$ cat config.mk
export PLATFORM = sky130hd
export DESIGN_NAME = spi_cmd_frame_rx
export DESIGN_NICKNAME = d
export VERILOG_FILES = /design/src/rtl/spi_cmd_pkg.sv /design/src/rtl/spi_sync_edge.sv /design/src/rtl/spi_cmd_frame_rx.sv
export SDC_FILE = /design/constraint.sdc
export NUM_CORES = 1
export LEC_CHECK = 0
export CAP_MARGIN = 20
export CORE_AREA = 5 5 63 65
export CTS_BUF_LIST = sky130_fd_sc_hd__clkbuf_4 sky130_fd_sc_hd__clkbuf_8
export CTS_CLUSTER_SIZE = 24
export DETAILED_ROUTE_END_ITERATION = 16
export DIE_AREA = 0 0 68 70
export GPL_ROUTABILITY_DRIVEN = 0
export PLACE_DENSITY = 0.71
export SLEW_MARGIN = 20
export SYNTH_ARGS = -nofsm -noshare
export SYNTH_HDL_FRONTEND = slang
export SYNTH_SLANG_ARGS = --single-unit
export TNS_END_PERCENT = 50
$ cat constraint.sdc
create_clock -name clk -period 2.3 [get_ports clk]
set_input_delay 0.46 -clock clk [delete_from_list [all_inputs] [get_ports clk]]
set_output_delay 0.46 -clock clk [all_outputs]
set_load 0.01 [all_outputs]
$ cat src/rtl/spi_cmd_pkg.sv
// Shared constants and FSM encoding for the SPI command frame receiver.
package spi_cmd_pkg;

  localparam int BYTE_W = 8;
  localparam logic [BYTE_W-1:0] CMD_ROLL_DEF = 8'h41;

  typedef enum logic [1:0] {
    IDLE    = 2'd0,
    OPCODE  = 2'd1,
    PAYLOAD = 2'd2,
    DISCARD = 2'd3
  } frame_state_t;

endpackage

$ cat src/rtl/spi_sync_edge.sv
// Multi-flop synchroniser with registered rise/fall strobes; level is delayed
// one cycle so it lines up with the strobe that describes it.
module spi_sync_edge #(
  parameter int   STAGES  = 2,
  parameter logic RST_VAL = 1'b0
) (
  input  logic clk,
  input  logic rst,
  input  logic din,
  output logic level,
  output logic rise,
  output logic fall
);

  logic [STAGES-1:0] sync;
  logic              prev;

  always_ff @(posedge clk or posedge rst) begin
    if (rst) begin
      sync <= {STAGES{RST_VAL}};
      prev <= RST_VAL;
      rise <= 1'b0;
      fall <= 1'b0;
    end else begin
      sync <= {sync[STAGES-2:0], din};
      prev <= sync[STAGES-1];
      rise <= sync[STAGES-1] & ~prev;
      fall <= ~sync[STAGES-1] & prev;
    end
  end

  assign level = prev;

endmodule

$ cat src/rtl/spi_cmd_frame_rx.sv
// SPI mode-0 slave that receives opcode+payload frames and hands ROLL payloads
// to a single-entry valid/ready output register.
module spi_cmd_frame_rx
  import spi_cmd_pkg::*;
#(
  parameter logic [7:0] CMD_ROLL    = CMD_ROLL_DEF,
  parameter int         SYNC_STAGES = 2
) (
  input  logic              clk,
  input  logic              rst,
  input  logic              spi_sclk,
  input  logic              spi_cs_n,
  input  logic              spi_mosi,
  output logic              roll_valid,
  input  logic              roll_ready,
  output logic [BYTE_W-1:0] roll_data,
  output logic              bad_cmd,
  output logic              frame_err,
  output logic              overrun,
  output logic              busy
);

  logic sclk_lvl, sclk_rise, sclk_fall;
  logic cs_lvl, cs_rise, cs_fall;
  logic mosi_lvl, mosi_rise, mosi_fall;
  logic unused_sync;

  spi_sync_edge #(.STAGES(SYNC_STAGES), .RST_VAL(1'b0)) u_sclk (
    .clk(clk), .rst(rst), .din(spi_sclk),
    .level(sclk_lvl), .rise(sclk_rise), .fall(sclk_fall)
  );

  spi_sync_edge #(.STAGES(SYNC_STAGES), .RST_VAL(1'b1)) u_cs (
    .clk(clk), .rst(rst), .din(spi_cs_n),
    .level(cs_lvl), .rise(cs_rise), .fall(cs_fall)
  );

  spi_sync_edge #(.STAGES(SYNC_STAGES), .RST_VAL(1'b0)) u_mosi (
    .clk(clk), .rst(rst), .din(spi_mosi),
    .level(mosi_lvl), .rise(mosi_rise), .fall(mosi_fall)
  );

  assign unused_sync = &{1'b0, sclk_lvl, sclk_fall, mosi_rise, mosi_fall};

  frame_state_t      state;
  logic [2:0]        bit_cnt;
  logic [BYTE_W-1:0] shift;
  logic [SYNC_STAGES:0] warm;
  logic              armed;
  logic              settled;
  logic              sclk_act;
  logic              byte_done;
  logic              accept;
  logic [BYTE_W-1:0] byte_val;

  // The sync chains start from reset values, not the pin; cs_n is trusted
  // only once real pin samples have filled the whole chain.
  assign settled   = warm[SYNC_STAGES];
  assign sclk_act  = sclk_rise & ~cs_lvl;
  assign byte_done = sclk_act & (bit_cnt == 3'd7);
  assign byte_val  = {shift[BYTE_W-2:0], mosi_lvl};
  assign accept    = roll_valid & roll_ready;
  assign busy      = (state != IDLE);

  always_ff @(posedge clk or posedge rst) begin
    if (rst) begin
      state      <= IDLE;
      bit_cnt    <= 3'd0;
      shift      <= '0;
      warm       <= '0;
      armed      <= 1'b0;
      roll_valid <= 1'b0;
      roll_data  <= '0;
      bad_cmd    <= 1'b0;
      frame_err  <= 1'b0;
      overrun    <= 1'b0;
    end else begin
      warm      <= {warm[SYNC_STAGES-1:0], 1'b1};
      bad_cmd   <= 1'b0;
      frame_err <= 1'b0;
      overrun   <= 1'b0;

      if (settled && cs_lvl) armed <= 1'b1;
      if (accept) roll_valid <= 1'b0;

      if (sclk_act) begin
        shift   <= byte_val;
        bit_cnt <= bit_cnt + 3'd1;
      end

      case (state)
        IDLE: begin
          if (cs_fall && armed) begin
            state   <= OPCODE;
            bit_cnt <= 3'd0;
          end
        end
        OPCODE: begin
          if (byte_done) begin
            if (byte_val == CMD_ROLL) begin
              state <= PAYLOAD;
            end else begin
              state   <= DISCARD;
              bad_cmd <= 1'b1;
            end
          end
        end
        PAYLOAD: begin
          if (byte_done) begin
            state <= DISCARD;
            if (!roll_valid || accept) begin
              roll_data  <= byte_val;
              roll_valid <= 1'b1;
            end else begin
              overrun <= 1'b1;
            end
          end
        end
        default: ;
      endcase

      // A completed byte in this cycle is handled above before the frame closes.
      if (cs_rise) begin
        state   <= IDLE;
        bit_cnt <= 3'd0;
        case (state)
          OPCODE:  frame_err <= byte_done ? (byte_val == CMD_ROLL) : (bit_cnt != 3'd0);
          PAYLOAD: frame_err <= ~byte_done;
          default: frame_err <= 1'b0;
        endcase
      end
    end
  end

endmodule
## After elaboration in Yosys (flattened, before gate mapping)

Cells that the tools add are included.
W data, S select, Z words.

| word-level totals | value |
|---|---|
| word-level logic and storage cells | 70 |
| bits of input ports | 6 |
| output and inout port bits | 13 |
| flip-flop bits (word level) | 40 |

| operators by class | value |
|---|---|
| muxes and demuxes | 23 |
| equality and inequality tests | 7 |
| add/sub/neg operators | 1 |
| reduce and logical (&&, ||, !) cells | 10 |
| bitwise gates (word level) | 10 |

Operators by type and width:

| kind | number |
|---|---|
| $mux W1 | 13 |
| $mux W3 | 4 |
| $ne A3 B2 Y1 const B | 3 |
| $eq A8 B7 Y1 const B | 1 |
| $mux W2 | 4 |
| $and A1 B1 Y1 | 6 |
| $pmux W2 S3 | 1 |
| $not A1 Y1 | 4 |
| $reduce_and A4 Y1 | 1 |
| $reduce_bool A4 Y1 | 1 |
| $add A3 B1 Y3 const B | 1 |
| $eq A3 B3 Y1 const B | 1 |
| $reduce_and A3 Y1 | 1 |
| $reduce_bool A3 Y1 | 1 |
| $eq A2 B1 Y1 const B | 1 |
| $eq A2 B2 Y1 const B | 1 |
| $logic_and A1 B1 Y1 | 2 |
| $logic_not A2 Y1 | 1 |
| $pmux W1 S2 | 1 |
| $reduce_bool A2 Y1 | 1 |
| $logic_not A1 Y1 | 1 |
| $logic_or A1 B1 Y1 | 1 |

## Longest topological paths before layout

Gate-level depths: netlist of the first run.

| depth | value |
|---|---|
| word-level depth | 6 |
| gate-level depth with buffers | 6 |
| depth with buffers taken out | 6 |

## Cells and area by module

A second synthesis of the first run with hierarchy kept.

| unflattened totals | value |
|---|---|
| cells, all modules | 115 |
| area total of the unflattened synthesis | 1660.3 sq um |

Modules (own cells, without submodules):

| module | cells an instance | seq. area each (sq um) | instances | area an instance (sq um) |
|---|---|---|---|---|
| spi_cmd_frame_rx | 91 | 700.7 | 1 | 1224.9 |
| spi_sync_edge (u_mosi ...) | 8 | 125.1 | 2 | 143.9 |
| spi_sync_edge (u_cs) | 8 | 128.9 | 1 | 147.6 |

## Worst setup path after synthesis of the first run

OpenSTA, ideal clock, no wires.

| timing path | value |
|---|---|
| path type | register to register |
| start point | register bit_cnt[0] |
| end point | register roll_data[0] |
| stages on the path, launching flop included | 7 |
| data arrival time | 1527 ps |
| path slack | 648 ps |
| path buffers | 1 |
| library setup time | 125 ps |
| required time | 2175 ps |
| period minus slack after synthesis | 1652 ps |
| cell sequence | dfrtp_1 > ha_1 > ha_1 > and3b_1 > and3_4 > buf_6 > mux2_4 |

| between the ends | value |
|---|---|
| word-level cells in the longest chain between the ends | 3 |

RTL lines:

| what | RTL line | RTL |
|---|---|---|
| start: declaration | spi_cmd_frame_rx.sv:46 | `logic [2:0] bit_cnt;` |
| start signal: assignment | spi_cmd_frame_rx.sv:88 | `bit_cnt <= bit_cnt + 3'd1;` |
| $eq A3 B3 Y1 | spi_cmd_frame_rx.sv:60 | `assign byte_done = sclk_act & (bit_cnt == 3'd7);` |
| $and A1 B1 Y1 | spi_cmd_frame_rx.sv:60 |  |
| $reduce_and A3 Y1 (no line) | -- |  |
| end signal: assignment | spi_cmd_frame_rx.sv:112 | `roll_data <= byte_val;` |
| end: declaration | spi_cmd_frame_rx.sv:16 | `output logic [BYTE_W-1:0] roll_data,` |

No other way between the ends.
A chain may end at the register's enable or synchronous reset.

## Worst setup path after layout of the first run

| timing path | value |
|---|---|
| start point | register state[1] |
| end point | output busy |

| between the ends | value |
|---|---|
| word-level cells in the longest chain between the ends | 1 |

RTL lines:

| what | RTL line | RTL |
|---|---|---|
| start: declaration | spi_cmd_frame_rx.sv:45 | `frame_state_t state;` |
| start signal: assignment | spi_cmd_frame_rx.sv:67 | `state <= IDLE;` |
| start signal: assignment | spi_cmd_frame_rx.sv:94 | `state <= OPCODE;` |
| start signal: assignment | spi_cmd_frame_rx.sv:101 | `state <= PAYLOAD;` |
| $reduce_bool A2 Y1 | spi_cmd_frame_rx.sv:63 | `assign busy = (state != IDLE);` |
| end: declaration | spi_cmd_frame_rx.sv:20 | `output logic busy` |

No other way between the ends.

==> metrics.yaml, run 1 <==
status:
  status: "completed"
clock_tree:
  holdBufCountCts: 0
  clockBufferDepth: 2
  cts.sinks: 40
  cts_buffers: 5
  clk_pin_slew_ps: 120
  cts-root-buf: "clkbuf_4"
  cts_resized: 0
  htreeDepth: 2
  clock_latency_ps: 340
  cts_setup_buffers: 0
  cts_tree: "built"
logic_synthesis:
  netlist_area_sq_um: 1570
  ys_ff_latch: 40
  synthFlopType: "dfrtp_1"
  ys_seq_area_frac: 0.640
  syn_inst: 111
  avgSynthCellArea_sq_um: 14.1
  ys_types: 29
  synth_edf_count: 0
  synth_async_sr_flop_share: 1.00
  synth_nets: 123
  yosys_warnings: 0
placement:
  dpl.hpwl_microns: 1720
  portBuffers: 18
worst_setup_path:
  critPathCaptureType: "output port"
  setup.worst_path.start: "state[1]$_DFFE_PP0P_"
  path_class: "flip-flop to output port"
  r2r_setup_slack_ps: 630
  worstReg2RegEnd: "roll_data[2]$_DFFE_PP0P_"
  required_ps: 1840
  crit_end: "busy"
  crit_arrival_ps: 1660
  ff2ff_path_depth: 5
  cp_max_fo: 5
  start_kind: "flip-flop"
  rr_startpoint: "bit_cnt[1]$_DFF_PP0_"
floorplanning:
  die_h_microns: 70
  die-area_sq_um: 4760
  boundaryPins: 19
  rows: 21
  core_area_sq_um: 3280
  die-width_microns: 68
  initial_utilization: 0.478
cells_and_area:
  diodes: 0
  final_nets: 147
  final_layout_size_suffix_gt1_frac: 0.206
  layout_commonest_cell: "dfrtp_1"
  synthToLayoutAreaGrowth_pct: 19.7
  most-common-layout-cells: "dfrtp_1, clkdlybuf4s50_1, mux2_4"
  postLayoutCoreUtil: 0.572
detailed_routing:
  wl_per_cell_microns: 13.0
  drtIter0Drc: 18
  drt_pass1_iterations: 4
  wirelength_microns: 2370
  viasPerCell: 4.88
  drc: 0
  via_count: 889
  ant_nets: 0
pwr:
  clkPwrFrac: 0.274
  internal_power_mw: 1.19
  seqPwrFrac: 0.527
  power.switching_mw: 0.450
  combPwrFrac: 0.199
  p_total_mw: 1.64
  p_leak_nw: 0.883
  swShare: 0.274
  p_per_area_nw_per_um2: 873
  peakVddDrop_uv: 426
sta:
  slew-limit-headroom: 0.662
  slew_violations: 0
  fin_crit_sh: 0.921
  setup_viol: 0
  worst_slew_pin_slew_ps: 507
  hold_ws_ps: 350
  clock_skew_ps: 12.9
  rsz0062_at_grt: "false"
  fin_tns_setup_ps: 0
  min_period_ps: 2120
  finalHoldViolCount: 0
  fmax_mhz: 472
global_routing:
  grt_max_degree: 41
  track_usage: 0.122
  grt_overflow: 0
  grt_first_pass_wirelength_microns: 4410
  antenna_found_initial: 0
  grt_pass1_vias: 977
hold_path:
  hold_path_class: "flip-flop to flip-flop"
job:
  drv_cap: 0
synthesized netlist by cell type, types with 2 or more instances:
| library cell | number | area [sq um] |
|---|---|---|
| a211oi_1 | 3 | 22.5 |
| a21oi_1 | 3 | 15.0 |
| dfrtp_1 | 37 | 926 |
| dfstp_2 | 3 | 78.8 |
| ha_1 | 6 | 75.1 |
| inv_1 | 7 | 26.3 |
| mux2_2 | 7 | 78.8 |
| mux2_4 | 8 | 120 |
| mux2i_1 | 2 | 20.0 |
| nand2_1 | 4 | 15.0 |
| nand2b_1 | 4 | 25.0 |
| nor2_1 | 6 | 22.5 |
| nor2b_1 | 3 | 18.8 |
| o21ai_0 | 3 | 15.0 |
how the worst min path moves through the flow:
| stage | start | end | slack (ps) | cells after the start |
|---|---|---|---|---|
| detailed placement | u_mosi.sync[1]$_DFF_PP0_ | u_mosi.level$_DFF_PP0_ | 340 | 0 |
| global placement | u_mosi.sync[1]$_DFF_PP0_ | u_mosi.level$_DFF_PP0_ | 330 | 0 |
| CTS | u_mosi.sync[1]$_DFF_PP0_ | u_mosi.level$_DFF_PP0_ | 350 | 0 |
| floorplan | u_mosi.sync[1]$_DFF_PP0_ | u_mosi.level$_DFF_PP0_ | 330 | 0 |
| finish | u_mosi.sync[1]$_DFF_PP0_ | u_mosi.level$_DFF_PP0_ | 350 | 0 |
| global route | u_mosi.sync[1]$_DFF_PP0_ | u_mosi.level$_DFF_PP0_ | 370 | 0 |
power by group through the flow:
| stage | clock network, mW | registers [mW] | logic (mW) |
|---|---|---|---|
| after global placement | 0 | 0.871 | 0.309 |
| after floorplan | 0 | 0.853 | 0.244 |
| after CTS | 0.463 | 0.866 | 0.328 |
| final | 0.449 | 0.865 | 0.326 |
| after detailed placement | 0 | 0.878 | 0.325 |
| after global routing | 0.499 | 0.880 | 0.375 |
sequential cells by signal (all words and copies together), names as in the netlist, 2 cells and up:
register and count:
u_sclk.sync 2, u_mosi.sync 2, warm 3, bit_cnt 3
roll_data 8, u_cs.sync 2, state 2, shift 7
per-layer routing:
| layer | vias up | wire length (microns) | global-route usage | share of wire |
|---|---|---|---|---|
| met5 | - | 0 | 0 | 0 |
| met4 | 0 | 25 | 0.0331 | 0.011 |
| met3 | 4 | 123 | 0.0481 | 0.052 |
| met2 | 18 | 1160 | 0.195 | 0.49 |
| met1 | 448 | 1060 | 0.152 | 0.45 |
| li1 | 419 | - | - | - |
through the flow:
| step | setup WS (ps) | area, sq um | instances |
|---|---|---|---|
| floorplan | 648 | 1570 | 111 |
| global placement | 532 | 1800 | 174 |
| detailed placement | 487 | 1800 | 174 |
| CTS | 167 | 1880 | 182 |
| global route | 90.3 | 1880 | 182 |
| finish | 181 | 1880 | 182 |
area by class of cell:
| class | count | area [sq um] |
|---|---|---|
| Fill cell | 269 | 1410 |
| Timing Repair Buffer | 19 | 188 |
| Tap cell | 46 | 57.6 |
| Clock buffer | 6 | 45.0 |
| Sequential cell | 40 | 1000 |
| Multi-Input combinational cell | 62 | 522 |
| Clock inverter | 2 | 35.0 |
| Inverter | 7 | 26.3 |
critical path, cell delays in order (launching register included):
cell             delay [ps]
dfrtp_1                 400
inv_1                    80
ha_1                    240
inv_1                    70
clkdlybuf4s50_1         520
cell families (layout without fill, tap and decap cells):
| logic type | Yosys count | in the layout | synth area share |
|---|---|---|---|
| fa+ha+maj | 6 | 6 | 0.0478 |
| flops | 40 | 40 | 0.640 |
| buf+inv | 9 | 34 | 0.0271 |
| simple gates | 25 | 25 | 0.0893 |
| compound gates | 12 | 12 | 0.0478 |
| mux | 17 | 17 | 0.140 |
| other cells | 1 | 1 | 0.00239 |
| xor+xnor | 1 | 1 | 0.00558 |
No activity file was read; power rests on OpenSTA's default activity.
==> inputs of run 2 (changes only) <==
--- a/config.mk
+++ b/config.mk
@@ -6,11 +6,11 @@
 export NUM_CORES = 1
 export LEC_CHECK = 0
 export CAP_MARGIN = 20
-export CORE_AREA = 5 5 63 65
+export CORE_AREA = 2 2 60 62
 export CTS_BUF_LIST = sky130_fd_sc_hd__clkbuf_4 sky130_fd_sc_hd__clkbuf_8
 export CTS_CLUSTER_SIZE = 24
 export DETAILED_ROUTE_END_ITERATION = 16
-export DIE_AREA = 0 0 68 70
+export DIE_AREA = 0 0 62 64
 export GPL_ROUTABILITY_DRIVEN = 0
 export PLACE_DENSITY = 0.71
 export SLEW_MARGIN = 20
==> metrics.yaml, run 2 (synthesis gave the netlist of run 1 again) <==
status:
  status: "completed"
cells_and_area:
  nFillCells: 274  # +1.9%
  top_regs: "roll_data x8, shift x7"
  synthToLayoutAreaGrowth_pct: 21.3
  diodes: 0  # unchanged
  final_nets: 147  # unchanged
  most-common-layout-cells: "dfrtp_1, clkdlybuf4s50_1, mux2_4"
  multi_input_area_sq_um: 522  # unchanged
  layout_commonest_cell: "dfrtp_1"
  largest_register_ffs: 8  # unchanged
  final_layout_size_suffix_gt1_frac: 0.206  # unchanged
  regArea_sq_um: 1000  # unchanged
  postLayoutCoreUtil: 0.579  # +0.00762
  regMostFlops: "roll_data"
worst_setup_path:
  setup.worst_path.start: "state[1]$_DFFE_PP0P_"
  critPathCaptureType: "output port"
  cp_max_fo: 5  # unchanged
  r2r_setup_slack_ps: 640  # about the same
  path_class: "flip-flop to output port"
  required_ps: 1840  # about the same
  crit_arrival_ps: 1700  # +40 ps
  rr_startpoint: "bit_cnt[1]$_DFF_PP0_"
  ff2ff_path_depth: 5  # unchanged
  start_kind: "flip-flop"
  worstReg2RegEnd: "roll_data[0]$_DFFE_PP0P_"
pwr:
  peakVddDrop_uv: 512  # +20%
  p_leak_nw: 0.893  # +1.2%
  p_per_area_nw_per_um2: 931  # +6.6%
  p_total_mw: 1.77  # +8.0%
sta:
  slew_violations: 0  # unchanged
  clock_skew_ps: 17.8  # +4.95 ps
  hold_ws_ps: 357  # +7.09 ps
  setup_viol: 0  # unchanged
  worst_slew_pin_slew_ps: 526  # +19.0 ps
  fin_crit_sh: 0.939  # +0.0183
  min_period_ps: 2160  # +42.2 ps
  fmax_mhz: 463  # -2.0%
  finalHoldViolCount: 0  # unchanged
  fin_tns_setup_ps: 0  # unchanged
  rsz0062_at_grt: "false"
  slew-limit-headroom: 0.649  # -0.0126
clock_tree:
  cts_resized: 0  # unchanged
  holdBufCountCts: 0  # unchanged
  cts_buffers: 5  # unchanged
  cts_setup_buffers: 0  # unchanged
  htreeDepth: 2  # unchanged
  cts_tree: "built"
  cts.sinks: 40  # unchanged
  clk_pin_slew_ps: 120  # about the same
  clockBufferDepth: 2  # unchanged
  cts-root-buf: "clkbuf_4"
  clock_latency_ps: 350  # about the same
detailed_routing:
  drt_pass1_iterations: 2  # -2
  via_count: 898  # +1.0%
  drtIter0Drc: 8  # -10
  wirelength_microns: 2550  # +7.4%
  viasPerCell: 4.93  # +1.0%
  drc: 0  # unchanged
  wl_per_cell_microns: 14.0  # +7.4%
  ant_nets: 0  # unchanged
placement:
  dpl.hpwl_microns: 1810  # +5.6%
  portBuffers: 18  # unchanged
global_routing:
  grt_pass1_vias: 939  # -3.9%
  track_usage: 0.152  # +0.0298
  grt_first_pass_wirelength_microns: 4320  # -2.0%
  grt_max_degree: 41  # unchanged
  antenna_found_initial: 0  # unchanged
  grt_overflow: 0  # unchanged
floorplanning:
  die-area_sq_um: 3970  # -17%
  boundaryPins: 19  # unchanged
  initial_utilization: 0.478  # unchanged
  rows: 21  # unchanged
  core_area_sq_um: 3280  # unchanged
  die-width_microns: 62  # -8.8%
  die_h_microns: 64  # -8.6%
hold_path:
  min_path_cells: 0  # unchanged
  holdPathEnd: "u_mosi.sync[1]$_DFF_PP0_"
  hold_path_class: "flip-flop to flip-flop"
  min_from: "u_mosi.sync[0]$_DFF_PP0_"
job:
  drv_cap: 0  # unchanged
[run 2: cell count changes in the layout (fill, tap and decap cells not counted)]
cell and delta:
clkinv_2 -1, bufinv_16 +1
[run 2: metrics by stage]
step,cell area (sq um),setup WS (ps),instances
6_report,1900,139,182
4_1_cts,1900,144,182
3_5_place_dp,1800,467,174
3_3_place_gp,1800,531,174
2_1_floorplan,1570,648,111
5_1_grt,1900,22.6,182
[run 2: worst max-delay path by stage]
stage                                          end  slack [ps]  cells past startpoint
after floorplan           roll_data[0]$_DFFE_PP0P_         650                      6
final                                         busy         140                      4
after CTS                                     busy         140                      4
after detailed placement  roll_data[0]$_DFFE_PP0P_         470                      4
after global routing                          busy          20                      4
after global placement    roll_data[0]$_DFFE_PP0P_         530                      4
[run 2: worst max-delay path: stages, from the launching register on]
cell and delay [ps]:
dfrtp_1 420, inv_1 100, ha_1 240, inv_1 70
clkdlybuf4s50_1 520
[run 2: area by class of cell]
class / count / area share
clock inverters: 2 / 0.0316
repair buffers: 19 / 0.0986
clock buffers: 6 / 0.0237
multi-input cells: 62 / 0.274
flip-flops and latches: 40 / 0.528
inverters: 7 / 0.0138
well taps: 46 / 0.0302
[run 2: power by group]
| part | leakage, nW | switching, mW | internal [mW] |
|---|---|---|---|
| Clock | 0.0559 | 0.218 | 0.351 |
| Combinational | 0.332 | 0.173 | 0.160 |
| Sequential | 0.506 | 0.0786 | 0.789 |
[run 2: routing by layer]
layer | up-vias | wire length, microns | global-route usage
met5 | - | 0 | 0
met1 | 451 | 1140 | 0.184
li1 | 423 | - | -
met3 | 7 | 102 | 0.0547
met4 | 0 | 44 | 0.0559
met2 | 17 | 1260 | 0.243
==> inputs of run 3 (changes only) <==
--- a/config.mk
+++ b/config.mk
@@ -11,7 +11,6 @@
 export CTS_CLUSTER_SIZE = 24
 export DETAILED_ROUTE_END_ITERATION = 16
 export DIE_AREA = 0 0 62 64
-export GPL_ROUTABILITY_DRIVEN = 0
 export PLACE_DENSITY = 0.71
 export SLEW_MARGIN = 20
 export SYNTH_ARGS = -nofsm -noshare
==> results of run 3 <==
Same layout as run 2: the final DEF is identical, and so are final timing and power.
